`src/rtl/coeff_update_ctrl.sv`:
```
// Coefficient store with a load/update pass controller.
// A pass (LOAD or UPDATE) writes N_COEFF values in ascending index order.
// Each value is accepted on in_valid while the pass is active. The datapath
// reads the coefficients combinationally through rd_addr.
module coeff_update_ctrl #(
  parameter int N_COEFF = 8,
  parameter int ADDR_W  = 3
) (
  input  logic              clk,
  input  logic              rst,
  input  logic              init_start,
  input  logic              update_start,
  input  logic              in_valid,
  input  logic [15:0]       input_k,
  input  logic [15:0]       update_k,
  input  logic [ADDR_W-1:0] rd_addr,
  output logic              in_ready,
  output logic              update_coeff,
  output logic [ADDR_W-1:0] wr_addr,
  output logic [15:0]       k,
  output logic [15:0]       rd_data,
  output logic              busy,
  output logic              done
);

  typedef enum logic [1:0] {
    S_IDLE   = 2'd0,
    S_LOAD   = 2'd1,
    S_UPDATE = 2'd2,
    S_DONE   = 2'd3
  } state_t;

  // Storage covers the whole address space so every rd_addr value is a
  // legal index; entries at N_COEFF and above are never written.
  localparam int                DEPTH   = 2 ** ADDR_W;
  localparam logic [ADDR_W-1:0] LAST    = ADDR_W'(N_COEFF - 1);
  localparam logic [ADDR_W:0]   N_LIMIT = (ADDR_W + 1)'(N_COEFF);

  state_t            r_state;
  state_t            w_state_next;
  logic [ADDR_W-1:0] r_wr_addr;
  logic [ADDR_W-1:0] w_wr_addr_next;
  logic              w_accept;
  logic [15:0]       r_coeff [DEPTH];
  logic [DEPTH-1:0]  w_we;

  // State and write-pointer register; reset returns to IDLE at index 0.
  always_ff @(posedge clk) begin
    if (rst) begin
      r_state   <= S_IDLE;
      r_wr_addr <= '0;
    end else begin
      r_state   <= w_state_next;
      r_wr_addr <= w_wr_addr_next;
    end
  end

  // Next-state, pointer advance and status outputs.
  always_comb begin
    w_state_next   = r_state;
    w_wr_addr_next = r_wr_addr;
    w_accept       = 1'b0;
    in_ready       = 1'b0;
    update_coeff   = 1'b0;
    busy           = 1'b0;
    done           = 1'b0;
    case (r_state)
      S_IDLE: begin
        // init_start wins when both requests arrive together.
        if (init_start) begin
          w_state_next   = S_LOAD;
          w_wr_addr_next = '0;
        end else if (update_start) begin
          w_state_next   = S_UPDATE;
          w_wr_addr_next = '0;
        end
      end
      S_LOAD, S_UPDATE: begin
        in_ready     = 1'b1;
        busy         = 1'b1;
        update_coeff = (r_state == S_UPDATE);
        w_accept     = in_valid;
        if (in_valid) begin
          // The pointer parks on the last index instead of wrapping.
          if (r_wr_addr == LAST) begin
            w_state_next = S_DONE;
          end else begin
            w_wr_addr_next = r_wr_addr + ADDR_W'(1);
          end
        end
      end
      S_DONE: begin
        done         = 1'b1;
        w_state_next = S_IDLE;
      end
      default: begin
        w_state_next = S_IDLE;
      end
    endcase
    // Reset masks all handshakes and status so nothing is accepted or
    // reported while it is asserted, whatever state the FSM is in.
    if (rst) begin
      w_accept     = 1'b0;
      in_ready     = 1'b0;
      update_coeff = 1'b0;
      busy         = 1'b0;
      done         = 1'b0;
    end
  end

  assign wr_addr = r_wr_addr;

  // Write data selection: the update value during UPDATE, the initial value otherwise.
  always_comb begin
    k = update_coeff ? update_k : input_k;
  end

  // One write enable per storage entry.
  genvar gi;
  generate
    for (gi = 0; gi < DEPTH; gi++) begin : g_we
      assign w_we[gi] = w_accept && (r_wr_addr == ADDR_W'(gi));
    end
  endgenerate

  // Coefficient registers: cleared by reset, loaded bit-exact from k on accept.
  always_ff @(posedge clk) begin
    for (int i = 0; i < DEPTH; i++) begin
      if (rst) begin
        r_coeff[i] <= '0;
      end else if (w_we[i]) begin
        r_coeff[i] <= k;
      end
    end
  end

  // Combinational read; a same-cycle write shows up only after the edge,
  // and indices past the stored range read as zero.
  always_comb begin
    rd_data = '0;
    if ({1'b0, rd_addr} < N_LIMIT) begin
      rd_data = r_coeff[rd_addr];
    end
  end

endmodule

```
`config.mk`:
```
export PLATFORM = sky130hd
export DESIGN_NAME = coeff_update_ctrl
export DESIGN_NICKNAME = d
export VERILOG_FILES = /design/src/rtl/coeff_update_ctrl.sv
export SDC_FILE = /design/constraint.sdc
export NUM_CORES = 1
export LEC_CHECK = 0
export ABC_CLOCK_PERIOD_IN_PS = 6350
export CAP_MARGIN = 15
export CORE_MARGIN = 1.5
export CORE_UTILIZATION = 60
export CTS_CLUSTER_DIAMETER = 120
export DETAILED_ROUTE_END_ITERATION = 12
export PLACE_DENSITY = 0.82
export SETUP_SLACK_MARGIN = 0.5
export SKIP_CTS_REPAIR_TIMING = 1
export SLEW_MARGIN = 30
export SYNTH_ARGS = -nofsm -noshare
export SYNTH_HDL_FRONTEND = slang
export SYNTH_SLANG_ARGS = --single-unit
export TNS_END_PERCENT = 1
```
`constraint.sdc`:
```
create_clock -name clk -period 6.35 [get_ports clk]
set_input_delay 0.635 -clock clk [delete_from_list [all_inputs] [get_ports clk]]
set_output_delay 0.635 -clock clk [all_outputs]
set_load 0.01 [all_outputs]
```
# After elaboration in Yosys (flattened, before gate mapping)
# Memories as Yosys holds them, arrays and structs flattened.
# Cells that the tools add are included.
totals:
  memories: 1
  ramBits: 128
  ff_bits: 5
memory_table:
  columns: ["memory", "depth", "word_bits", "read_ports", "rd_ports_with_merged_regs", "wr", "line_no", "text"]
  rows:
  - ["r_coeff", 8, 16, 1, 0, 8, "44", "logic [15:0] r_coeff [DEPTH];"]
op_classes:
  n_bitwise: 8
  add_sub_neg: 1
  n_reduce_logical: 14
  muxes: 53
  eq_ne: 14
ops:
  columns: ["op", "n"]
  rows:
  - ["$mux W16", 9]
  - ["$mux W1", 34]
  - ["$eq A3 B3 Y1 const B", 4]
  - ["$mux W3", 4]
  - ["$logic_and A1 B1 Y1", 8]
  - ["$mux W2", 4]
  - ["$or A1 B1 Y1", 8]
  - ["$eq A3 B2 Y1 const B", 2]
  - ["$ne A2 B2 Y1 const B", 3]
  - ["$pmux W2 S3", 1]
  - ["$pmux W3 S2", 1]
  - ["$eq A2 B2 Y1 const B", 2]
  - ["$reduce_and A4 Y1", 1]
  - ["$add A3 B1 Y3 const B", 1]
  - ["$eq A3 B1 Y1 const B", 1]
  - ["$logic_not A3 Y1", 1]
  - ["$ne A3 B3 Y1 const B", 1]
  - ["$reduce_and A3 Y1", 1]
  - ["$eq A2 B1 Y1 const B", 1]
  - ["$logic_not A2 Y1", 1]
  - ["$reduce_bool A2 Y1", 1]
  - ["$reduce_or A2 Y1", 1]

# Longest topological paths before layout
logic_depth:
  ltp_word: 9
  ltp_mapped: 7

# Least setup slack after synthesis
# OpenSTA, ideal clock, no wires.
synth_path:
  kind: "in2out"
  from: "input port rd_addr[1]"
  to: "output port rd_data[13]"
  slack_ns: 4.008
  arrival_time_ns: 1.707
  path_stages: 4
  required_ns: 5.715
  n_path_buf: 2
  cell_sequence: "buf_6 buf_6 mux4_1 mux2_2"
synth_between:
  elab_chain_cells: 1
synth_rtl:
  columns: ["item", "line_no", "text"]
  rows:
  - ["from (decl)", "16", "input logic [ADDR_W-1:0] rd_addr,"]
  - ["$mem_v2 Z8 W16", null, null]
  - ["to (decl)", "21", "output logic [15:0] rd_data,"]
# No other way between the ends.

# Worst setup path in the final report
layout_path:
  from: "input port rst"
  to: "output port k[6]"
layout_between:
  elab_chain_cells: 2
layout_rtl:
  columns: ["item", "line_no", "text"]
  rows:
  - ["from (decl)", "10", "input logic rst,"]
  - ["$mux W1", "102", "if (rst) begin"]
  - ["$mux W16", "115", "k = update_coeff ? update_k : input_k;"]
  - ["to (decl)", "20", "output logic [15:0] k,"]
# No other way between the ends.

==> results by group <==
Worst setup path
  • Required @ worst endpoint: ~5.7 ns
  • Critical path capture point type: primary output
  • RR Endpoint: r_coeff[4][2]
  • Crit path kind: primary input to primary output
  • R2R Path Start: r_state[1]
  • FF-to-FF setup slack: ~3 ns
  • CP arrival: approximately 3.1 ns
  • Crit-path max FO: 10
  • R2R cell count: 5
  • Crit path launch type: primary input
  • Critical Path Start: rst

Yosys
  • Mux share of post-synthesis cell area: between 20 and 25%
  • Synth top area cells: edfxtp_1 (61%), mux4_1 (10%), nor2_1 (7.7%)
  • Xor and xnor area share after synthesis: 0%
  • Cell variety after synth: 32
  • Post-Synthesis Cells: 420
  • Synth Area per Inst: between 10 and 15 sq um
  • Syn Nets: around 470
  • Top cell type's share of synthesized area: 61.3%
  • Syn. warnings: 0
  • Sequential fraction of the synthesis area: between 60% and 70%
  • Post-synthesis compound-gate area fraction: 0.798%
  • Mapped cell area: roughly 6300 sq um
  • Async S/R FF share, synth: 0%
  • FF+latch count, synth: around 130
  • Top FF cell, synth: edfxtp_1
  • Largest family of logic cells by synthesized area: multiplexers
  • Adder-cell share of the synthesized area: about 1.8%
  • Number of synthesized flops with an enable pin: 128
  • Synth Area in Simple Gates: roughly a tenth
  • Yosys top cell by area: edfxtp_1

Placed design
  • Post-DP HPWL: between 8000 and 9000 um
  • Port bufs: a little under 80
  • Routability cong.: 0.771

Power
  • Leak: roughly 3.0 nW
  • Peak VDD IR: between 300 and 400 uV
  • Pwr Density: 315 nW/um^2

Global routing
  • GR peak layer: met2
  • GRT overflow: 0
  • Met1 Resource Use GR: between 30% and 40%
  • GR Util All Layers: about 28%
  • GR Util met3: under 10%
  • Initial antenna violation count: 0
  • Number of global-route vias before repair: 3,920
  • First-pass GRT wire length: between 20,000 and 25,000 um
  • Met2 Use GR: between 40 and 50%
  • Largest net degree at the start of global routing: 33

Floorplanning
  • Effective utilization at floorplan: approximately 61%
  • # IOs: between 70 and 80
  • Die ar.: 11,100 sq um
  • DIE WIDTH: roughly 110 um
  • # rows: 37
  • Core area: between 10,000 and 15,000 sq um
  • Die Height: between 100 and 150 um

STA
  • Worst slew pin tran: just over 1 ns
  • Fin crit share: 59.5%
  • Final Max Tran Viols: 0
  • Hold Vio Cnt, Final: 0
  • Achievable clock frequency: roughly 0.26 GHz
  • Final Critical Period: 3.78 ns
  • Clock skew: about 0.014 ns
  • Setup repair after global routing missed its margin: false
  • Setup TNS: 0 ns
  • Slew HR: 32.6%
  • Setup violators final: 0

Clock tree
  • Reg clk slew, reported paths: approximately 0.070 ns
  • Clk_lat worst skew: about 0.53 ns
  • # H-tree levels: 4
  • # clock sinks: roughly 130
  • TritonCTS clock tree: yes
  • Max clock buf depth: 2
  • Clock root cell: clkbuf_8
  • CTS buffer count: 17

Routing
  • Via count: around 4,000
  • Count of TritonRoute iterations in the first routing pass: 5
  • Initial drt markers: roughly 450
  • Post-Route WL: roughly 15,000 um
  • DRT antenna net count: 0
  • DR DRC count: 0
  • Vias per inst: around 6.0
  • Routed length per instance: between 20 and 25 um

Worst hold path
  • Worst hold start: r_state[1]
  • Hold Path End: r_state[1]
  • Worst hold path class: flip-flop to flip-flop
  • Hold path cells: 2

Finish
  • Filler cell count: 579
  • Layout Nets: 544
  • Most frequent cells in the layout: nor2_1 (128), edfxtp_1 (128), clkdlybuf4s50_1 (75)
  • Synthesis-to-finish area growth: 22.6%
  • Layout cells sized above 1: around 14%
  • Ant. Diodes: 0
  • Finished Core Util: about three quarters

Run status
  • Status: complete, no violations

Job
  • Max Cap Violations: 0
[final cells by class]
cell class | count | area [sq um] | area share [%]
Clock buffer | 18 | 428 | 5.56
Clock inverter | 14 | 153 | 1.98
Inverter | 23 | 86.3 | 1.12
Multi-Input combinational cell | 240 | 2110 | 27.4
Sequential cell | 133 | 3940 | 51.3
Tap cell | 136 | 170 | 2.21
Timing Repair Buffer | 80 | 805 | 10.5
[flip-flops by register name (all words and copies together), names as in the netlist]
signal and cells:
r_coeff 128, r_state 2, wr_addr 3
[metrics by stage]
| step | power, mW | setup slack (ns) | cell area [sq um] | hold WS, ns | std cells |
|---|---|---|---|---|---|
| floorplan | 1.32 | 4.01 | 6270 | 0.468 | 420 |
| global placement | 1.47 | 2.34 | 7070 | 0.487 | 610 |
| detailed placement | 1.49 | 2.49 | 7110 | 0.500 | 612 |
| CTS | 2.43 | 2.58 | 7690 | 0.509 | 644 |
| global route | 2.50 | 2.41 | 7690 | 0.545 | 644 |
| finish | 2.43 | 2.57 | 7690 | 0.507 | 644 |
[critical path, cell delays in order]
cell,delay [ns]
clkdlybuf4s50_1,0.59
nor2b_4,0.60
mux2i_1,0.71
inv_1,0.09
clkdlybuf4s50_1,0.50
[worst max path at each step]
stage	endpoint	slack, ns	cells after the start
after global routing	k[5]	2.41	5
final	k[6]	2.57	5
after floorplan	rd_data[13]	4.01	4
after CTS	k[8]	2.58	6
after detailed placement	r_coeff[6][2]	2.49	4
after global placement	k[2]	2.34	5
[cell usage after synthesis (5+ instances only)]
cell      number
edfxtp_1     128
nor2_1       128
mux4_1        25
inv_1         22
mux2_2        16
nand2_1       12
mux2i_1       10
clkbuf_1       9
ha_1           9
mux2i_4        9
buf_2          8
mux4_2         7
dfxtp_1        5
nand3_1        5
[metal layers]
| metal | up-vias | wire length, um |
|---|---|---|
| met1 | 1904 | 5450 |
| met5 | - | 0 |
| met4 | 0 | 330 |
| li1 | 1708 | - |
| met3 | 39 | 1190 |
| met2 | 241 | 7610 |
[power by group]
| part | switching [mW] | internal [mW] |
|---|---|---|
| Sequential | 0.0192 | 1.02 |
| Combinational | 0.232 | 0.210 |
| Clock | 0.376 | 0.571 |
[cells by family (layout without fill, tap and decap cells)]
kind of cell	Yosys count	in the layout
AO/OA/AOI/OAI	7	7
adder cells (fa/ha/maj)	9	9
buffers and inverters	47	135
flip-flops	133	133
multiplexers	67	67
AND/OR/NAND/NOR	157	157
(Power assumes the default switching activity.)
